### src/rtl/ifetch_prefetch_unit_pkg.sv
// Shared defaults and helpers for the instruction-fetch/prefetch slice.
package ifetch_prefetch_unit_pkg;
  localparam int          DEF_ADDR_W      = 32;
  localparam int          DEF_INSTR_W     = 32;
  localparam int          DEF_QUEUE_DEPTH = 4;
  localparam logic [31:0] DEF_RESET_PC    = 32'h0000_0000;
  localparam logic [31:0] NOP_INSTR       = 32'h0000_0000;

  function automatic int cnt_width(input int depth);
    return $clog2(depth) + 1;
  endfunction
endpackage

### src/rtl/ifetch_prefetch_unit_if.sv
// Fetch-stage bus: redirect input, instruction-memory port and decode handshake.
interface ifetch_prefetch_unit_if
  import ifetch_prefetch_unit_pkg::*;
#(
  parameter int ADDR_W      = DEF_ADDR_W,
  parameter int INSTR_W     = DEF_INSTR_W,
  parameter int QUEUE_DEPTH = DEF_QUEUE_DEPTH
);
  localparam int CNT_W = cnt_width(QUEUE_DEPTH);

  logic               redirect_valid;
  logic [ADDR_W-1:0]  redirect_pc;
  logic               imem_req;
  logic [ADDR_W-1:0]  imem_addr;
  logic [INSTR_W-1:0] imem_rdata;
  logic               out_valid;
  logic               out_ready;
  logic [INSTR_W-1:0] out_instr;
  logic [ADDR_W-1:0]  out_pc;
  logic [ADDR_W-1:0]  out_pc_plus4;
  logic [CNT_W-1:0]   queue_count;

  modport master (
    input  redirect_valid, redirect_pc, imem_rdata, out_ready,
    output imem_req, imem_addr, out_valid, out_instr, out_pc, out_pc_plus4, queue_count
  );

  modport slave (
    output redirect_valid, redirect_pc, imem_rdata, out_ready,
    input  imem_req, imem_addr, out_valid, out_instr, out_pc, out_pc_plus4, queue_count
  );
endinterface

### src/rtl/ifetch_prefetch_unit_queue.sv
// Prefetch FIFO with a registered head; flush (and reset) beat push and pop.
module ifetch_queue #(
  parameter int WIDTH = 64,
  parameter int DEPTH = 4
) (
  input  logic                     clk,
  input  logic                     srst,
  input  logic                     i_push,
  input  logic                     i_pop,
  input  logic                     i_flush,
  input  logic [WIDTH-1:0]         i_din,
  output logic [WIDTH-1:0]         o_head,
  output logic [$clog2(DEPTH):0]   o_count
);
  localparam int PTR_W = $clog2(DEPTH);
  localparam int CNT_W = PTR_W + 1;

  logic [WIDTH-1:0] r_mem [DEPTH];
  logic [PTR_W-1:0] r_rd_ptr;
  logic [PTR_W-1:0] r_wr_ptr;
  logic [CNT_W-1:0] r_count;
  logic [WIDTH-1:0] r_head;
  logic             w_pop;
  logic [PTR_W-1:0] w_rd_next;

  assign w_pop     = i_pop && (r_count != '0);
  assign w_rd_next = r_rd_ptr + PTR_W'(1);

  always_ff @(posedge clk) begin
    if (i_push && !i_flush && !srst) begin
      r_mem[r_wr_ptr] <= i_din;
    end
  end

  // Head reloads from the incoming word when the queue is (or becomes) a single entry.
  always_ff @(posedge clk) begin
    if (srst || i_flush) begin
      r_rd_ptr <= '0;
      r_wr_ptr <= '0;
      r_count  <= '0;
    end else begin
      if (i_push) begin
        r_wr_ptr <= r_wr_ptr + PTR_W'(1);
      end
      if (w_pop) begin
        r_rd_ptr <= w_rd_next;
      end
      case ({i_push, w_pop})
        2'b10:   r_count <= r_count + CNT_W'(1);
        2'b01:   r_count <= r_count - CNT_W'(1);
        default: r_count <= r_count;
      endcase
      if (i_push && ((r_count == '0) || ((r_count == CNT_W'(1)) && w_pop))) begin
        r_head <= i_din;
      end else if (w_pop) begin
        r_head <= r_mem[w_rd_next];
      end
    end
  end

  assign o_head  = r_head;
  assign o_count = r_count;
endmodule

### src/rtl/ifetch_prefetch_unit.sv
// Instruction-fetch stage: PC register, single in-flight read, credit-limited issue
// into a prefetch queue feeding decode.
module ifetch_prefetch_unit
  import ifetch_prefetch_unit_pkg::*;
#(
  parameter int                ADDR_W      = DEF_ADDR_W,
  parameter int                INSTR_W     = DEF_INSTR_W,
  parameter int                QUEUE_DEPTH = DEF_QUEUE_DEPTH,
  parameter logic [ADDR_W-1:0] RESET_PC    = ADDR_W'(DEF_RESET_PC)
) (
  input  logic clk,
  input  logic rst,
  ifetch_prefetch_unit_if.master bus
);
  localparam int CNT_W   = cnt_width(QUEUE_DEPTH);
  localparam int ENTRY_W = ADDR_W + INSTR_W;

  logic [ADDR_W-1:0]  r_fetch_pc;
  logic [ADDR_W-1:0]  r_inflight_pc;
  logic               r_inflight;
  logic               w_issue;
  logic               w_push;
  logic               w_pop;
  logic [CNT_W-1:0]   w_count;
  logic [CNT_W:0]     w_pending;
  logic [ENTRY_W-1:0] w_head;

  // A pop this cycle is deliberately not credited, keeping out_ready off the req path.
  assign w_pending = {1'b0, w_count} + {{CNT_W{1'b0}}, r_inflight};
  assign w_issue   = !rst && !bus.redirect_valid && (w_pending < (CNT_W+1)'(QUEUE_DEPTH));
  assign w_push    = r_inflight && !bus.redirect_valid && !rst;
  assign w_pop     = (w_count != '0) && bus.out_ready;

  always_ff @(posedge clk) begin
    if (rst) begin
      r_fetch_pc    <= RESET_PC;
      r_inflight    <= 1'b0;
      r_inflight_pc <= '0;
    end else if (bus.redirect_valid) begin
      r_fetch_pc <= {bus.redirect_pc[ADDR_W-1:2], 2'b00};
      r_inflight <= 1'b0;
    end else begin
      r_inflight <= w_issue;
      if (w_issue) begin
        r_fetch_pc    <= r_fetch_pc + ADDR_W'(4);
        r_inflight_pc <= r_fetch_pc;
      end
    end
  end

  ifetch_queue #(
    .WIDTH (ENTRY_W),
    .DEPTH (QUEUE_DEPTH)
  ) u_queue (
    .clk     (clk),
    .srst    (rst),
    .i_push  (w_push),
    .i_pop   (w_pop),
    .i_flush (bus.redirect_valid),
    .i_din   ({r_inflight_pc, bus.imem_rdata}),
    .o_head  (w_head),
    .o_count (w_count)
  );

  // Decode sees a NOP rather than a stale head while the queue is empty.
  assign bus.imem_req     = w_issue;
  assign bus.imem_addr    = r_fetch_pc;
  assign bus.out_valid    = (w_count != '0);
  assign bus.out_pc       = w_head[ENTRY_W-1:INSTR_W];
  assign bus.out_instr    = bus.out_valid ? w_head[INSTR_W-1:0] : INSTR_W'(NOP_INSTR);
  assign bus.out_pc_plus4 = w_head[ENTRY_W-1:INSTR_W] + ADDR_W'(4);
  assign bus.queue_count  = w_count;
endmodule

### src/flat_wrapper.sv
// flat-port wrapper written by rule: the top's interface ports become plain ports
module ifetch_prefetch_unit_flat import ifetch_prefetch_unit_pkg::*;
#(
  parameter int                ADDR_W      = DEF_ADDR_W,
  parameter int                INSTR_W     = DEF_INSTR_W,
  parameter int                QUEUE_DEPTH = DEF_QUEUE_DEPTH,
  parameter logic [ADDR_W-1:0] RESET_PC    = ADDR_W'(DEF_RESET_PC)
)
  (clk, rst, bus_redirect_valid, bus_redirect_pc, bus_imem_rdata, bus_out_ready, bus_imem_req, bus_imem_addr, bus_out_valid, bus_out_instr, bus_out_pc, bus_out_pc_plus4, bus_queue_count);
  ifetch_prefetch_unit_if #(.ADDR_W(ADDR_W), .INSTR_W(INSTR_W), .QUEUE_DEPTH(QUEUE_DEPTH)) bus_i ();
  input  logic clk;
  input  logic rst;
  input wire logic [$bits(bus_i.redirect_valid)-1:0] bus_redirect_valid;
  input wire logic [$bits(bus_i.redirect_pc)-1:0] bus_redirect_pc;
  input wire logic [$bits(bus_i.imem_rdata)-1:0] bus_imem_rdata;
  input wire logic [$bits(bus_i.out_ready)-1:0] bus_out_ready;
  output wire logic [$bits(bus_i.imem_req)-1:0] bus_imem_req;
  output wire logic [$bits(bus_i.imem_addr)-1:0] bus_imem_addr;
  output wire logic [$bits(bus_i.out_valid)-1:0] bus_out_valid;
  output wire logic [$bits(bus_i.out_instr)-1:0] bus_out_instr;
  output wire logic [$bits(bus_i.out_pc)-1:0] bus_out_pc;
  output wire logic [$bits(bus_i.out_pc_plus4)-1:0] bus_out_pc_plus4;
  output wire logic [$bits(bus_i.queue_count)-1:0] bus_queue_count;
  assign bus_i.redirect_valid = bus_redirect_valid;
  assign bus_i.redirect_pc = bus_redirect_pc;
  assign bus_i.imem_rdata = bus_imem_rdata;
  assign bus_i.out_ready = bus_out_ready;
  assign bus_imem_req = bus_i.imem_req;
  assign bus_imem_addr = bus_i.imem_addr;
  assign bus_out_valid = bus_i.out_valid;
  assign bus_out_instr = bus_i.out_instr;
  assign bus_out_pc = bus_i.out_pc;
  assign bus_out_pc_plus4 = bus_i.out_pc_plus4;
  assign bus_queue_count = bus_i.queue_count;
  ifetch_prefetch_unit #(.ADDR_W(ADDR_W), .INSTR_W(INSTR_W), .QUEUE_DEPTH(QUEUE_DEPTH), .RESET_PC(RESET_PC)) u_core (.clk(clk), .rst(rst), .bus(bus_i));
endmodule
### config.mk
export PLATFORM = sky130hd
export DESIGN_NAME = ifetch_prefetch_unit_flat
export DESIGN_NICKNAME = d
export VERILOG_FILES = /design/src/rtl/ifetch_prefetch_unit_pkg.sv /design/src/rtl/ifetch_prefetch_unit_if.sv /design/src/rtl/ifetch_prefetch_unit_queue.sv /design/src/rtl/ifetch_prefetch_unit.sv /design/src/flat_wrapper.sv
export SDC_FILE = /design/constraint.sdc
export NUM_CORES = 1
export LEC_CHECK = 0
export BUFFER_PORTS_ARGS = -buffer_cell sky130_fd_sc_hd__buf_2
export CAP_MARGIN = 20
export CORE_MARGIN = 1
export CORE_UTILIZATION = 40
export DETAILED_ROUTE_END_ITERATION = 12
export PLACE_DENSITY_LB_ADDON = 0.05
export REMOVE_ABC_BUFFERS = 1
export SYNTH_ARGS = -nofsm -noshare
export SYNTH_HDL_FRONTEND = slang
export SYNTH_SLANG_ARGS = --single-unit
export TNS_END_PERCENT = 10
### constraint.sdc
create_clock -name clk -period 6.67 [get_ports clk]
set_input_delay 0.667 -clock clk [delete_from_list [all_inputs] [get_ports clk]]
set_output_delay 0.667 -clock clk [all_outputs]
set_load 0.05 [all_outputs]
Yosys cells after proc, flatten, opt, wreduce, memory -nomap -nowiden
Memory sizes are Yosys's and may differ from the RTL's.
Index checks and enable logic that the tools add are counted.

storage, ports and cells
  ROM bits = 0
  output and inout bits = 133
  bits of input ports = 68
  logic and storage cells = 52
  flip-flop bits (word level) = 136
  RAM bits = 256
  bits in latches = 0
  memories kept = 1

cells by class
  $mul = 0
  shifts and indexed selects = 0
  bitwise operators = 2
  $lt $le $gt $ge = 1
  mux-type cells = 8
  divide/modulo/power cells = 0
  reduce and logical (&&, ||, !) cells = 22
  eq/ne operators = 3
  $add $sub $neg = 7

memory list
  name                  words  bits a word  rd ports  clocked after memory_dff  write ports  RTL line                          text
  u_core.u_queue.r_mem  4      64           1         0                         1            ifetch_prefetch_unit_queue.sv:18  logic [WIDTH-1:0] r_mem [DEPTH];

operators by type and width
  cell                     count
  $mux W64                 2
  $mux W32                 3
  $add A32 B3 Y32 const B  2
  $logic_and A1 B1 Y1      10
  $pmux W3 S2              1
  $reduce_bool A2 Y1       3
  $add A2 B1 Y2 const B    2
  $add A3 B1 Y4            1
  $lt A4 B3 Y1 const B     1
  $reduce_and A2 Y1        2
  $add A3 B1 Y3 const B    1
  $eq A3 B1 Y1 const B     1
  $logic_not A3 Y1         1
  $reduce_bool A3 Y1       1
  $sub A3 B1 Y3 const B    1
  $eq A2 B1 Y1 const B     1
  $eq A2 B2 Y1 const B     1
  $logic_not A1 Y1         2
  $logic_or A1 B1 Y1       2
  $mux W1                  2
  $not A1 Y1               2
  $reduce_or A2 Y1         1

Logic depth before layout (Yosys ltp)
Gate-level depths: netlist (run 1).

  word-level depth = 8
  depth in mapped cells = 9
  depth with buffers taken out = 9

Hierarchy
A second synthesis (run 1) with hierarchy kept.

second synthesis, totals
  cell total of the unflattened synthesis = 988
  area, all modules = 15897.7 um2

modules (own cells, without submodules)
  module                area an instance (um2)  cells each  times used  sequential area each (um2)
  ifetch_queue          12399.4                 523         1           9749.4
  ifetch_prefetch_unit  3498.4                  465         1           1221.2

Worst setup path after synthesis (run 1)
Ideal clock, no wire load.

  path type = reg2reg
  start point = reg u_core.u_queue.r_count[0] (netlist: u_core.u_queue.o_count[0])
  end point = reg u_core.u_queue.r_head[0] (netlist: u_core.u_queue.o_head[0]) (enable)
  slack = 1756 ps
  stages on the path, launching flop included = 6
  clock period less this slack = 4914 ps
  data arrival time = 4412 ps
  buffers on the path = 0
  library setup time = 502 ps
  path through = dfxtp_1 -> inv_1 -> ha_1 -> nand2b_1 -> nand2_1 -> a21oi_1

between the ends
  longest elaborated chain between the ends = 8
  elaborated cells on any way between the ends = 10
  classes of those cells = eq/ne: 1; reduce/logical: 9

RTL lines
  item                                     RTL line                                                      text
  start, declared                          ifetch_prefetch_unit_queue.sv:21                              logic [CNT_W-1:0] r_count;
  start signal, assigned                   ifetch_prefetch_unit_queue.sv:49                              2'b10: r_count <= r_count + CNT_W'(1);
  start signal, assigned                   ifetch_prefetch_unit_queue.sv:50                              2'b01: r_count <= r_count - CNT_W'(1);
  start signal, assigned                   ifetch_prefetch_unit_queue.sv:51                              default: r_count <= r_count;
  $reduce_bool A3 Y1                       ifetch_prefetch_unit_queue.sv:26, ifetch_prefetch_unit.sv:32
  $logic_and A1 B1 Y1                      ifetch_prefetch_unit.sv:32                                    assign w_pop = (w_count != '0) && bus.out_ready;
  $logic_and A1 B1 Y1                      ifetch_prefetch_unit_queue.sv:26                              assign w_pop = i_pop && (r_count != '0);
  $logic_and A1 B1 Y1                      ifetch_prefetch_unit_queue.sv:53                              if (i_push && ((r_count == '0) || ((r_count == CNT_W'(1)) && w_pop))) begin
  $logic_or A1 B1 Y1                       ifetch_prefetch_unit_queue.sv:53
  $logic_and A1 B1 Y1                      ifetch_prefetch_unit_queue.sv:53
  $reduce_bool A2 Y1 (no source line) (*)  --
  $reduce_and A2 Y1 (no source line) (*)   --
  end signal, assigned                     ifetch_prefetch_unit_queue.sv:54                              r_head <= i_din;
  end signal, assigned                     ifetch_prefetch_unit_queue.sv:56                              r_head <= r_mem[w_rd_next];
  end, declared                            ifetch_prefetch_unit_queue.sv:22                              logic [WIDTH-1:0] r_head;

Every way passes the cells marked *; elsewhere a longest branch is shown, timed or not.
A chain may end at the register's enable or synchronous reset.

Worst setup path after layout (run 1)
  start point = reg u_core.u_queue.r_head[34] (netlist: u_core.u_queue.o_head[34])
  end point = out bus_out_pc_plus4[30]

between the ends
  longest elaborated chain between the ends = 1

RTL lines
  item             RTL line                    text
  $add A32 B3 Y32  ifetch_prefetch_unit.sv:71  assign bus.out_pc_plus4 = w_head[ENTRY_W-1:INSTR_W] + ADDR_W'(4);
  end, declared    flat_wrapper.sv:22          output wire logic [$bits(bus_i.out_pc_plus4)-1:0] bus_out_pc_plus4;

Every way passes these cells.

==> results of run 1 <==
layer usage:
| layer | GRT usage [%] | up-vias | share of wire (%) |
|---|---|---|---|
| met3 | 2.86 | 39 | 5.2 |
| met4 | 4.20 | 0 | 1.7 |
| li1 | - | 4116 | - |
| met2 | 27.1 | 233 | 46 |
| met1 | 24.7 | 4358 | 47 |
| met5 | 0 | - | 0 |
placed cells by master, fill, tap and decap left out, types with 6 or more instances in the layout:
master and n:
sky130_fd_sc_hd__mux2_2 61, sky130_fd_sc_hd__nor2_1 45, sky130_fd_sc_hd__nand2_1 95, sky130_fd_sc_hd__and3_1 8
sky130_fd_sc_hd__and2_1 32, sky130_fd_sc_hd__a21oi_1 44, sky130_fd_sc_hd__clkbuf_1 12, sky130_fd_sc_hd__a211oi_1 18
sky130_fd_sc_hd__clkbuf_16 46, sky130_fd_sc_hd__xor2_1 29, sky130_fd_sc_hd__nor4_1 8, sky130_fd_sc_hd__clkinv_1 10
sky130_fd_sc_hd__nand3_1 19, sky130_fd_sc_hd__inv_1 11, sky130_fd_sc_hd__dfxtp_1 66, sky130_fd_sc_hd__nand4_1 12
sky130_fd_sc_hd__xnor2_1 28, sky130_fd_sc_hd__conb_1 6, sky130_fd_sc_hd__clkinv_2 7, sky130_fd_sc_hd__and4_1 8
sky130_fd_sc_hd__edfxtp_1 310, sky130_fd_sc_hd__ha_1 11, sky130_fd_sc_hd__buf_2 192, sky130_fd_sc_hd__mux4_2 62
sky130_fd_sc_hd__buf_4 13
power by group through the flow:
stage	sequential [mW]	clock, mW	combinational (mW)
2_1_floorplan	2.71	0	0.116
3_3_place_gp	2.67	0	0.263
3_5_place_dp	2.67	0	0.264
4_1_cts	2.62	2.33	0.265
5_1_grt	2.62	2.43	0.281
6_report	2.62	2.27	0.261
cell families (layout without fill, tap and decap cells):
group / Yosys count / in the layout / synth area share (%)
compound gates: 78 / 78 / 3.05
xor+xnor: 57 / 57 / 3.17
other cells: 1 / 6 / 0.0238
simple gates: 253 / 253 / 8.24
flops: 378 / 378 / 67.8
buf+inv: 96 / 296 / 3.27
fa+ha+maj: 11 / 11 / 0.875
mux: 128 / 128 / 13.6
area by class of cell:
type / instances / area [um2]
clock inverters: 18 / 155
fillers: 3420 / 20300
clock buffers: 60 / 1210
inverters: 13 / 48.8
multi-input cells: 533 / 4610
repair buffers: 205 / 1060
flip-flops and latches: 378 / 10700
well taps: 518 / 648
critical path, delay by kind of cell (launching register included):
family                     cells  cell delay [ps]
DFF                            1              560
buffers and inverters          1              280
and+or+nand+nor                3             1030
adders and majority gates      1              360
xor gates and xnor gates       1              160
metrics by stage:
| step | setup slack, ps | utilization [%] | std cells | power, mW | hold WS, ps |
|---|---|---|---|---|---|
| final | 3080 | 47.5 | 1725 | 5.14 | 375 |
| after global routing | 2970 | 47.5 | 1725 | 5.33 | 367 |
| after CTS | 2990 | 47.5 | 1725 | 5.22 | 356 |
| after detailed placement | 3330 | 44.0 | 1647 | 2.93 | 509 |
| after global placement | 3370 | 44.0 | 1647 | 2.93 | 508 |
| after floorplan | 1050 | - | 924 | 2.83 | 466 |
flip-flops by register name, indices dropped and copies added, names as in the netlist:
signal	flops
u_core.u_queue.o_head	62
u_core.u_queue.o_count	3
u_core.r_inflight	1
u_core.u_queue.r_mem	248
u_core.r_inflight_pc	30
u_core.bus.imem_addr	30
u_core.u_queue.r_rd_ptr	2
u_core.u_queue.r_wr_ptr	2
cells in the mapped netlist (12+ instances only):
cell type                    n  area (um2)
sky130_fd_sc_hd__mux2_2     61         687
sky130_fd_sc_hd__nand4_1    12        75.1
sky130_fd_sc_hd__clkbuf_1   29         109
sky130_fd_sc_hd__a211oi_1   18         135
sky130_fd_sc_hd__nand2_1    95         357
sky130_fd_sc_hd__nor2_1     45         169
sky130_fd_sc_hd__a21oi_1    45         225
sky130_fd_sc_hd__xnor2_1    28         245
sky130_fd_sc_hd__dfxtp_1    68        1360
sky130_fd_sc_hd__nand3_1    19        95.1
sky130_fd_sc_hd__buf_4      36         270
sky130_fd_sc_hd__and2_1     32         200
sky130_fd_sc_hd__edfxtp_1  310        9310
sky130_fd_sc_hd__mux4_2     62        1400
sky130_fd_sc_hd__xor2_1     29         254
sky130_fd_sc_hd__and3_1     12        75.1
worst min-delay path by stage:
stage                                           from                                    end  slack (ps)  cells past startpoint
2_1_floorplan  u_core.r_inflight_pc[10]$_SDFFE_PP0P_  u_core.r_inflight_pc[10]$_SDFFE_PP0P_         470                      2
3_3_place_gp   u_core.r_inflight_pc[20]$_SDFFE_PP0P_  u_core.r_inflight_pc[20]$_SDFFE_PP0P_         510                      2
3_5_place_dp   u_core.r_inflight_pc[25]$_SDFFE_PP0P_  u_core.r_inflight_pc[25]$_SDFFE_PP0P_         510                      2
4_1_cts                           bus_imem_rdata[27]  u_core.u_queue.r_mem[1][27]$_DFFE_PP_         360                      1
5_1_grt                            bus_imem_rdata[8]   u_core.u_queue.r_mem[1][8]$_DFFE_PP_         370                      1
6_report                          bus_redirect_pc[2]   u_core.bus.imem_addr[2]$_SDFFE_PP0P_         370                      3
==> results summary, run 1 <==
In this run the post-CTS setup repair buffer count came out at 0. The final period demand of the worst path came out at between 3000 and 4000 ps. The routed wire length came out at 34.1 mm. The all-layer global routing usage came out at between 15 and 20%. The number of global-route vias before repair is slightly below 9,000.

The quantity of I/O buffers inserted on ports came out at 192. The placement-stage cell area came out at about 0.017 mm2. The final setup violation count came out at 0. The areal power density over the cells is between 200 and 300 mW/mm2.

The CTS buffer count came out at 42. The number of synthesized flops with an enable pin is between 300 and 400. STA classifies the critical path startpoint as a flop. The slowest stage of the critical path belongs to the cell sky130_fd_sc_hd__edfxtp_1.

The initial antenna violation count came out at 0. The number of iterations in the first detailed-routing pass is 4. In the final timing run, aggregate negative setup slack is 0 ps. The number of unique standard cell types used by synthesis came out at between 50 and 60. The critical path arrival came out at 2930 ps.

After clock tree synthesis, the clock-pin slew on the worst setup and hold paths is about 60 ps. In the final routed layout, each cell accounts on average for 19.8 um. The repair_antennas step left the layout with diodes totalling 0. The floorplan step defined a die boundary enclosing 0.0401 mm2. The die is approximately 200 um wide. The worst pin sits at a relative slew slack of a little under a third. The share of final-layout standard cells stronger than drive strength 1 came out at between 30 and 40%. The deepest level of the CTS H-tree came out at 2. IR analysis of the VDD net gives a maximum drop of about 0.00015 V.

The root buffer cell chosen for the clock tree is sky130_fd_sc_hd__clkbuf_16. In the synthesized netlist the dominant register cell turns out to be sky130_fd_sc_hd__edfxtp_1. Setup repair after global routing left no endpoint under its margin. The critical path starts at u_core.u_queue.o_head[34]$_DFFE_PP_. The share of power burned in registers is 50.9%. The power share of the clock group is between 40% and 50%. The design internal power came out at between 4 and 5 mW.

The total net switching power came out at between 1 and 1.5 mW. The number of pins exceeding their max-slew limit in the final report came to 0. Across the run, the number of max-cap violations was 0.

The count of endpoints failing hold in the final timing report was 0. By startpoint and endpoint, the worst setup path is classified as reg -> out. Along the worst path, the maximum fanout reaches 6.

The share of power burned in combinational logic is under 10%. The proportion of synthesized flip-flops having asynchronous set or reset is 0%. The cell leakage power is about 6.5 nW. The remaining routing DRC violations is 0. Timing would allow up to ~280 MHz. The first global-routing pass estimated roughly 53 mm of wire. The area of the core came out at between 0.03 and 0.04 mm2. The critical path ends at bus_out_pc_plus4[30]. Summing the sequential cell areas from Yosys gives around two thirds of the chip area. The worst-skew pair later-pin latency is 520 ps.

The worst-case reg-to-reg path depth came out at 7. The clock skew after layout is between 15 and 20 ps. The clock net in this run drives a total of roughly 380 sinks. The number of placement rows came out at just over 70. The final design instance area without fill is approximately 0.018 mm2. The delay of the slowest cell on the worst path came out at roughly 560 ps. The largest net degree at the start of global routing is 65.

Dividing the final minimum period by the clock period gives a little over half. For the pin with the worst max-slew slack, the measured transition is ~1000 ps. Dividing the synthesized area by the synthesized cell count gives about 16 um2. The count of nets left with antenna violations after detail routing is 0. At the end of routability-driven placement, the weighted congestion stood at 0.783. The kind of path behind the tightest hold check is in -> reg. The sum of overflow across all layers after global routing is 0. In this run, synthesis produced a sequential element count of 378. The fraction of power spent switching nets came out at between 20% and 30%. The wire-length estimate of the detail-placed layout is 20.1 mm. The vertical die dimension came out at approximately 200 um.

The register-to-register setup slack is ~3600 ps. TritonCTS built the clock tree. The count of mapped cells out of synthesis came out at about 1,000. The effective utilization at floorplan came out at 40.6%. The I/O pin count came out at ~200.

The worst setup path is captured at an output port. Relative to the synthesized area, the layout overhead comes to 17.0%. The cell area that synthesis handed to floorplanning was around 0.016 mm2.

Post-CTS repair changed the size of 0 cells. Data on the critical path is required at its endpoint by roughly 6000 ps. The maximum clock path buffer count is 3. Detailed routing inserted a total of around 8,700 vias. The run finished with clean final reports. In the final design database the tool counted roughly 1,300 nets.

The number of buffers inserted by hold repair at cts came out at 0. The critical path goes through ha_1, and4_1, nand3_1, nor2_1, xor2_1, buf_2. In this run the critical register-to-register path is captured at u_core.u_queue.o_head[50]$_DFFE_PP_. Using the TritonRoute via totals, the vias-per-cell ratio works out to ~5.

The startpoint identified for the worst register-to-register timing path is u_core.u_queue.o_count[0]$_SDFFE_PN0P_. The Yosys step of the flow raised 0 warnings. After the first detailed-routing iteration, the DRC count stood at just over 500.
(Power assumes the default switching activity.)
==> run 2: changes to the inputs <==
==> constraint.sdc (replaced) <==
create_clock -name clk -period 3.15 [get_ports clk]
set_input_delay 0.315 -clock clk [delete_from_list [all_inputs] [get_ports clk]]
set_output_delay 0.315 -clock clk [all_outputs]
set_load 0.05 [all_outputs]
==> run 2 against run 1 <==
Net effect:
- sequential cell count is the same
- critical path type unchanged
- clock power grew 100%
- die area did not move
- largest power group unchanged
- combinational power is 120% higher
- critical path depth stayed put
==> results summary, run 2 (synthesis results as in run 1) <==
The I/O pin count came out at between 200 and 250. The area of the multi-input gates came out at 0.00462 mm2. The number of buffers inserted by post-CTS setup repair came out at 0.

The final setup violation count is 0. Before CTS, the worst setup slack after placement is 597 ps. The number of max-cap violations came out at 0. The final core area utilization is between 40% and 50%. Counting every sink on the clock net gives around 380. The worst register-to-register path begins at u_core.bus.imem_addr[2]$_SDFFE_PP0P_. The maximum fanout along the worst path is 6. The most common library cell in the layout ignoring fill and taps is sky130_fd_sc_hd__edfxtp_1. The relative slew slack came out at 37.0%.

In this run the worst setup path begins at u_core.u_queue.o_head[41]$_DFFE_PP_. The final routed wire length divided by cell count is approximately 20 um. The total die area came out at around 0.04 mm2. The number of global-route vias before repair was approximately 9,000. The maximum clock path buffer count came out at 3. The storage element area is between 0.01 and 0.015 mm2. The largest net degree at the start of global routing is 61. After clock tree synthesis, the clock-pin slew on the worst setup and hold paths is around 60 ps. Detailed placement finished with a half-perimeter wire length of between 20 and 25 mm.

The CTS tree is built. The first global-routing pass estimated around 54 mm of wire. The register with the most flip-flops in the layout has 248 of them. The critical path arrival is roughly 2600 ps. The worst setup path is captured at an output port. The placement-stage cell area came out at between 0.015 and 0.02 mm2.

The areal power density over the cells is roughly 570 mW/mm2. The final period demand of the worst path is around 2900 ps. Combinational logic is responsible for about 5.4% of the overall power. The share of power burned in registers came out at 51.7%. The count of endpoints failing hold in the final timing report came to 0. The fraction of power spent switching nets is between 20% and 30%. The number of placement rows is 72. The cell leakage power came out at about 6.6 nW. The count of routing violations after the opening detailed-route iteration is about 360. For this run, design rule violations remaining after detail routing come to 0. The worst hold path belongs to the class in -> reg. The per-cell via count in the routed design is around 5.1.

Of the cells placed in the final design, the portion with a size suffix greater than 1 is between 30% and 40%. The final non-filler cell total is between 1,500 and 2,000. Setup slack closes at ~230 ps. The total vias in the final route came out at between 8,000 and 9,000. In this run the power spent charging and discharging nets is between 2 and 2.5 mW.

In the finished design, the share of the clock period the worst path needs comes to between 90% and 100%. The final layout contains routed wiring with a total length of about 34 mm. The initial antenna violation count is 1. The clock tree root buffer cell is sky130_fd_sc_hd__clkbuf_16.

The synthesis-to-finish area growth is 18.6%. The count of nets left with antenna violations after detail routing is 0. At the pin with the least slew margin, the transition time is 936 ps. The number of iterations in the first detailed-routing pass is 5. In this run the most critical hold path is launched from bus_imem_rdata[25]. Setup repair after global routing left no endpoint under its margin. The register with the most flip-flops is u_core.u_queue.r_mem. The effective utilization at floorplan came out at between 40% and 50%. For this run the aggregate overflow at the end of global routing stands at 0.

The final RePlAce weighted congestion came out at slightly below 0.8. The flow ran to the end, and the final reports show no timing, DRC or antenna violations. STA classifies the critical path startpoint as a flop.

The sum of negative setup slack is 0 ps. After filler insertion, the fill cell instance count of the layout stands at about 3,400. The net total in the final layout is approximately 1,300. Cell internal power was estimated by the tool at around 8.4 mW. The deepest level of the CTS H-tree is 2. Port buffering added approximately 190 buffers. The worst-skew pair later-pin latency is 530 ps. The library cells used most frequently in the layout, excluding fill and tap cells, are 310 x sky130_fd_sc_hd__edfxtp_1, 192 x sky130_fd_sc_hd__buf_2, 95 x sky130_fd_sc_hd__nand2_1, 66 x sky130_fd_sc_hd__dfxtp_1, 62 x sky130_fd_sc_hd__mux4_2. The clock skew after layout came out at approximately 15 ps. Per report_power, the clock group accounts for 42.9% of the total. The core region is 0.0387 mm2. The worst vdd rail ir drop came out at just under 0.0003 V. The vertical die dimension came out at ~200 um. The number of pins exceeding their max-slew limit in the final report is 0. The floorplan step set the die width to between 200 and 250 um. With fillers left out, the area of the finished cells amounts to between 0.015 and 0.02 mm2. Timing would allow up to 342 MHz. The startpoint-to-endpoint class of the critical path is reg -> out. The data required time at the worst endpoint came out at ~2800 ps. The all-layer global routing usage came out at 17.3%. The cell total after placement came out at about 1,700.

TritonCTS created 41 clock buffers.
==> run 2: cell count changes in the layout (fill, tap and decap cells not counted), moves of 2 or more <==
cell                            delta
sky130_fd_sc_hd__clkbuf_16         -2
sky130_fd_sc_hd__dlygate4sd3_1    +11
sky130_fd_sc_hd__buf_12           +10
sky130_fd_sc_hd__clkinv_1          -2
sky130_fd_sc_hd__buf_4             +3
==> run 2: power groups by stage <==
stage	Clock, mW	Sequential, mW	Combinational [mW]
floorplan	0	5.74	0.246
global placement	0	5.65	0.567
detailed placement	0	5.65	0.571
CTS	4.72	5.54	0.583
global route	4.92	5.55	0.617
finish	4.59	5.54	0.575
==> run 2: routing by layer <==
layer	share of wire, %	global-route usage (%)	wire (um)	vias up
met2	47	27.1	16200	237
met4	1.4	4.69	485	0
met5	0	0	0	-
met3	4.7	3.08	1610	43
met1	47	24.9	16100	4410
li1	-	-	-	4152
==> run 2: timing repair <==
item,in CTS,in global routing
hold buffers,11,0
resized for setup,0,2
setup endpoints to repair,0,3
hold endpoints to repair,36,0
==> run 2: area by class of cell <==
cell class,count,area share (%)
flip-flops and latches,378,57.2
multi-input cells,533,24.7
repair buffers,229,7.45
clock buffers,58,6.23
well taps,518,3.47
clock inverters,15,0.650
inverters,13,0.261
diodes,1,0.0134
==> run 2: worst max-delay path, stage by stage, from the launching register on <==
cell                       delay, ps
sky130_fd_sc_hd__edfxtp_1        420
sky130_fd_sc_hd__and4_1          350
sky130_fd_sc_hd__nand3_1         270
sky130_fd_sc_hd__and3b_1         460
sky130_fd_sc_hd__nand4_1         150
sky130_fd_sc_hd__xnor2_1         150
sky130_fd_sc_hd__buf_2           280
==> run 2: path summary, 6_finish.rpt <==
kind              cells past startpoint                                    end  slack [ps]
hold reg to reg                       2  u_core.r_inflight_pc[30]$_SDFFE_PP0P_         510
setup / recovery                      6                   bus_out_pc_plus4[31]         230
setup reg to reg                      6  u_core.bus.imem_addr[16]$_SDFFE_PP0P_         780
hold / removal                        1  u_core.u_queue.r_mem[1][25]$_DFFE_PP_          30
==> run 2: stage by stage <==
step	hold slack [ps]	power, mW
6_report	25.4	10.7
5_1_grt	11.2	11.1
4_1_cts	1.22	10.8
3_5_place_dp	503	6.22
3_3_place_gp	501	6.21
2_1_floorplan	380	5.99
==> run 3: changes to the inputs <==
--- a/config.mk
+++ b/config.mk
@@ -6,9 +6,10 @@
 export NUM_CORES = 1
 export LEC_CHECK = 0
 export BUFFER_PORTS_ARGS = -buffer_cell sky130_fd_sc_hd__buf_2
-export CAP_MARGIN = 20
+export CELL_PAD_IN_SITES_DETAIL_PLACEMENT = 0
+export CELL_PAD_IN_SITES_GLOBAL_PLACEMENT = 2
 export CORE_MARGIN = 1
-export CORE_UTILIZATION = 40
+export CORE_UTILIZATION = 38
 export DETAILED_ROUTE_END_ITERATION = 12
 export PLACE_DENSITY_LB_ADDON = 0.05
 export REMOVE_ABC_BUFFERS = 1
==> run 3 against run 2 <==
Net effect:
- wire length increased by 2.5%
- clock skew decreased by 4.3 ps
- die area increased by 5.2%
- sequential power about the same
- critical path type unchanged
==> results summary, run 3 (synthesis results as in run 1) <==
The share of final-layout standard cells stronger than drive strength 1 came out at 33.8%. The worst setup path is launched from a flop. The H-tree was split into 2 levels.

The worst hold path terminates at u_core.u_queue.r_mem[2][26]$_DFFE_PP_. The worst-case reg-to-reg path depth came out at 7. The register-to-register setup slack is between 800 and 900 ps. Across the run, the number of max-cap violations was 0. The routed wire length came out at approximately 35 mm.

The worst vdd rail ir drop came out at 0.000338 V. After clock tree synthesis, the clock-pin slew on the worst setup and hold paths is 50 ps. The synthesis-to-finish area growth is 19.4%. The final RePlAce weighted congestion came out at about 0.75. The effective utilization at floorplan is 38.5%. In the routed layout, each cell is associated on average with a via count of 4.95. The initial antenna violation count is 0. After clock tree synthesis, the setup repair step added 0 buffers. The flip-flop count of the largest register, all copies and words added is between 200 and 250.

For this block, the initial DRC count from the detailed router was between 300 and 400. The library cell used most frequently in the layout, excluding fill and tap cells, is sky130_fd_sc_hd__edfxtp_1. The net total in the final layout came out at 1,295. The actual slew at the worst max-slew pin is a little under 700 ps.

The tree is rooted in a sky130_fd_sc_hd__clkbuf_16. The sum of overflow across all layers after global routing is 0. The final setup violation count came out at 0. After detailed routing, the number of remaining DRC violations is 0. The CTS buffer count came out at 42.

The global-route wire length before repair came out at between 50 and 60 mm. Setup repair after global routing left no endpoint under its margin. The maximum fanout along the worst path came out at 6. The pre-antenna-repair detailed-routing pass consisted of 4 iterations.

The top routing layer in use is met4. The maximum clock path buffer count came out at 3. The cell leakage power is 6.67 nW. The register with the most flip-flops is u_core.u_queue.r_mem.

The number of placement rows is 74. Along the worst hold path, the cell count comes to 1. The clock skew after layout is about 11 ps.

The quantity of I/O buffers inserted on ports is around 190. TritonCTS built the clock tree. In the layout the commonest cells are 310 x sky130_fd_sc_hd__edfxtp_1, 192 x sky130_fd_sc_hd__buf_2, 95 x sky130_fd_sc_hd__nand2_1, 66 x sky130_fd_sc_hd__dfxtp_1, 62 x sky130_fd_sc_hd__mux4_2.

Across every metal layer, demand over resource in global routing totals 17.1%. The I/O pin count is 201. Data on the critical path arrives at its endpoint at around 2600 ps. Power spread over the standard cell area amounts to about 560 mW/mm2. The number of pins exceeding their max-slew limit in the final report was 0. In this run the most critical hold path is launched from bus_imem_rdata[26].

The total vias in the final route came out at just under 9,000. The final period demand of the worst path is between 2000 and 3000 ps. The final core area utilization is a little under half. In this run the vertical extent of the chip is 206 um. The flow ran to the end, and the final reports show no timing, DRC or antenna violations. The count of nets left with antenna violations after detail routing came out at 0. The number of global-route vias before repair is around 9,100. The clock net in this run drives a total of around 380 sinks. The area of the core came out at ~0.04 mm2.

Detailed routing placed a total of 1.44 mm of wire on met3. Data on the critical path is required at its endpoint by around 2800 ps. The relative slew slack is a little over half. Wire segments on met2 add up to around 18 mm in the final route. The worst register-to-register path begins at u_core.bus.imem_addr[2]$_SDFFE_PP0P_. The final worst-path cycle share came out at between 90% and 100%. The worst slack on hold paths is between 30 and 40 ps. The count of endpoints failing hold in the final timing report came out at 0. For the worst-skew pair, the clock arrives at the later sink with an insertion delay of ~540 ps. The largest net degree at the start of global routing came out at 63. The floorplan step defined a die boundary enclosing ~0.042 mm2. STA classifies the critical path endpoint as an output port. Dividing the detail-routed wire length by the instance count gives between 15 and 20 um. The kind of path behind the tightest hold check is in -> reg.

The endpoint identified for the worst register-to-register timing path is u_core.bus.imem_addr[30]$_SDFFE_PP0P_. The die boundary width is 206 um. The post-route met1 wirelength came out at around 15 mm. The startpoint-to-endpoint class of the critical path is reg -> out. The top achievable clock speed is between 300 and 400 MHz. The number of antenna cells inserted is 0. Detailed placement finished with a half-perimeter wire length of about 22 mm.
[run 3: cell types whose count changed in the layout (fill, tap and decap cells not counted), moves of 2 or more]
cell,delta
sky130_fd_sc_hd__bufinv_16,-2
sky130_fd_sc_hd__dlygate4sd3_1,+19
sky130_fd_sc_hd__clkinvlp_4,+2
sky130_fd_sc_hd__clkinv_2,+3
sky130_fd_sc_hd__clkbuf_1,-3
[run 3: how the worst max path moves through the flow]
stage	slack, ps	endpoint	from
floorplan	-2470	u_core.u_queue.o_head[0]$_DFFE_PP_	u_core.u_queue.o_count[0]$_SDFFE_PN0P_
global placement	660	bus_out_pc_plus4[28]	u_core.u_queue.o_head[34]$_DFFE_PP_
detailed placement	640	bus_out_pc_plus4[28]	u_core.u_queue.o_head[34]$_DFFE_PP_
CTS	40	bus_out_pc_plus4[28]	u_core.u_queue.o_head[34]$_DFFE_PP_
global route	70	bus_out_pc_plus4[28]	u_core.u_queue.o_head[41]$_DFFE_PP_
finish	250	bus_out_pc_plus4[28]	u_core.u_queue.o_head[34]$_DFFE_PP_
[run 3: area by class of cell]
class,count,area [um2]
clock inverter,20,104
multi-input combinational,533,4610
tap,532,666
inverter,13,48.8
sequential,378,10700
fill,3657,22000
timing repair buffer,248,1570
clock buffer,53,1110
[run 3: critical path: stages (launching register included)]
cell and delay [ps]:
sky130_fd_sc_hd__edfxtp_1 460, sky130_fd_sc_hd__ha_1 330, sky130_fd_sc_hd__and4_1 380, sky130_fd_sc_hd__nand3_2 250
sky130_fd_sc_hd__nor2_1 190, sky130_fd_sc_hd__xor2_1 160, sky130_fd_sc_hd__buf_2 280
[run 3: metrics by stage]
step                power, mW  cells  worst slack (ps)  instance area, um2  setup TNS (ps)
floorplan                5.99    924             -2470               15300         -217000
global placement         6.21   1674               662               17300               0
detailed placement       6.22   1674               637               17300               0
CTS                      10.7   1777              40.7               18800               0
global route             10.9   1777              74.1               18800               0
finish                   10.5   1777               248               18800               0
[run 3: per-layer routing]
metal,up-vias,global-route usage (%)
met5,-,0
met4,0,5.32
met3,49,2.85
met2,185,29.1
met1,4372,22.3
li1,4195,-
[run 3: where the power goes]
group | internal, mW | switching (mW)
sequential | 5.46 | 0.0874
clock | 2.50 | 1.88
combinational | 0.180 | 0.408
total | 8.13 | 2.38
[run 3: repair_timing]
action                                 4_1_cts  5_1_grt
setup endpoints to repair                    0        3
gates resized for setup                      0        1
endpoints found under the hold margin      101        0
hold buffers                                30        0
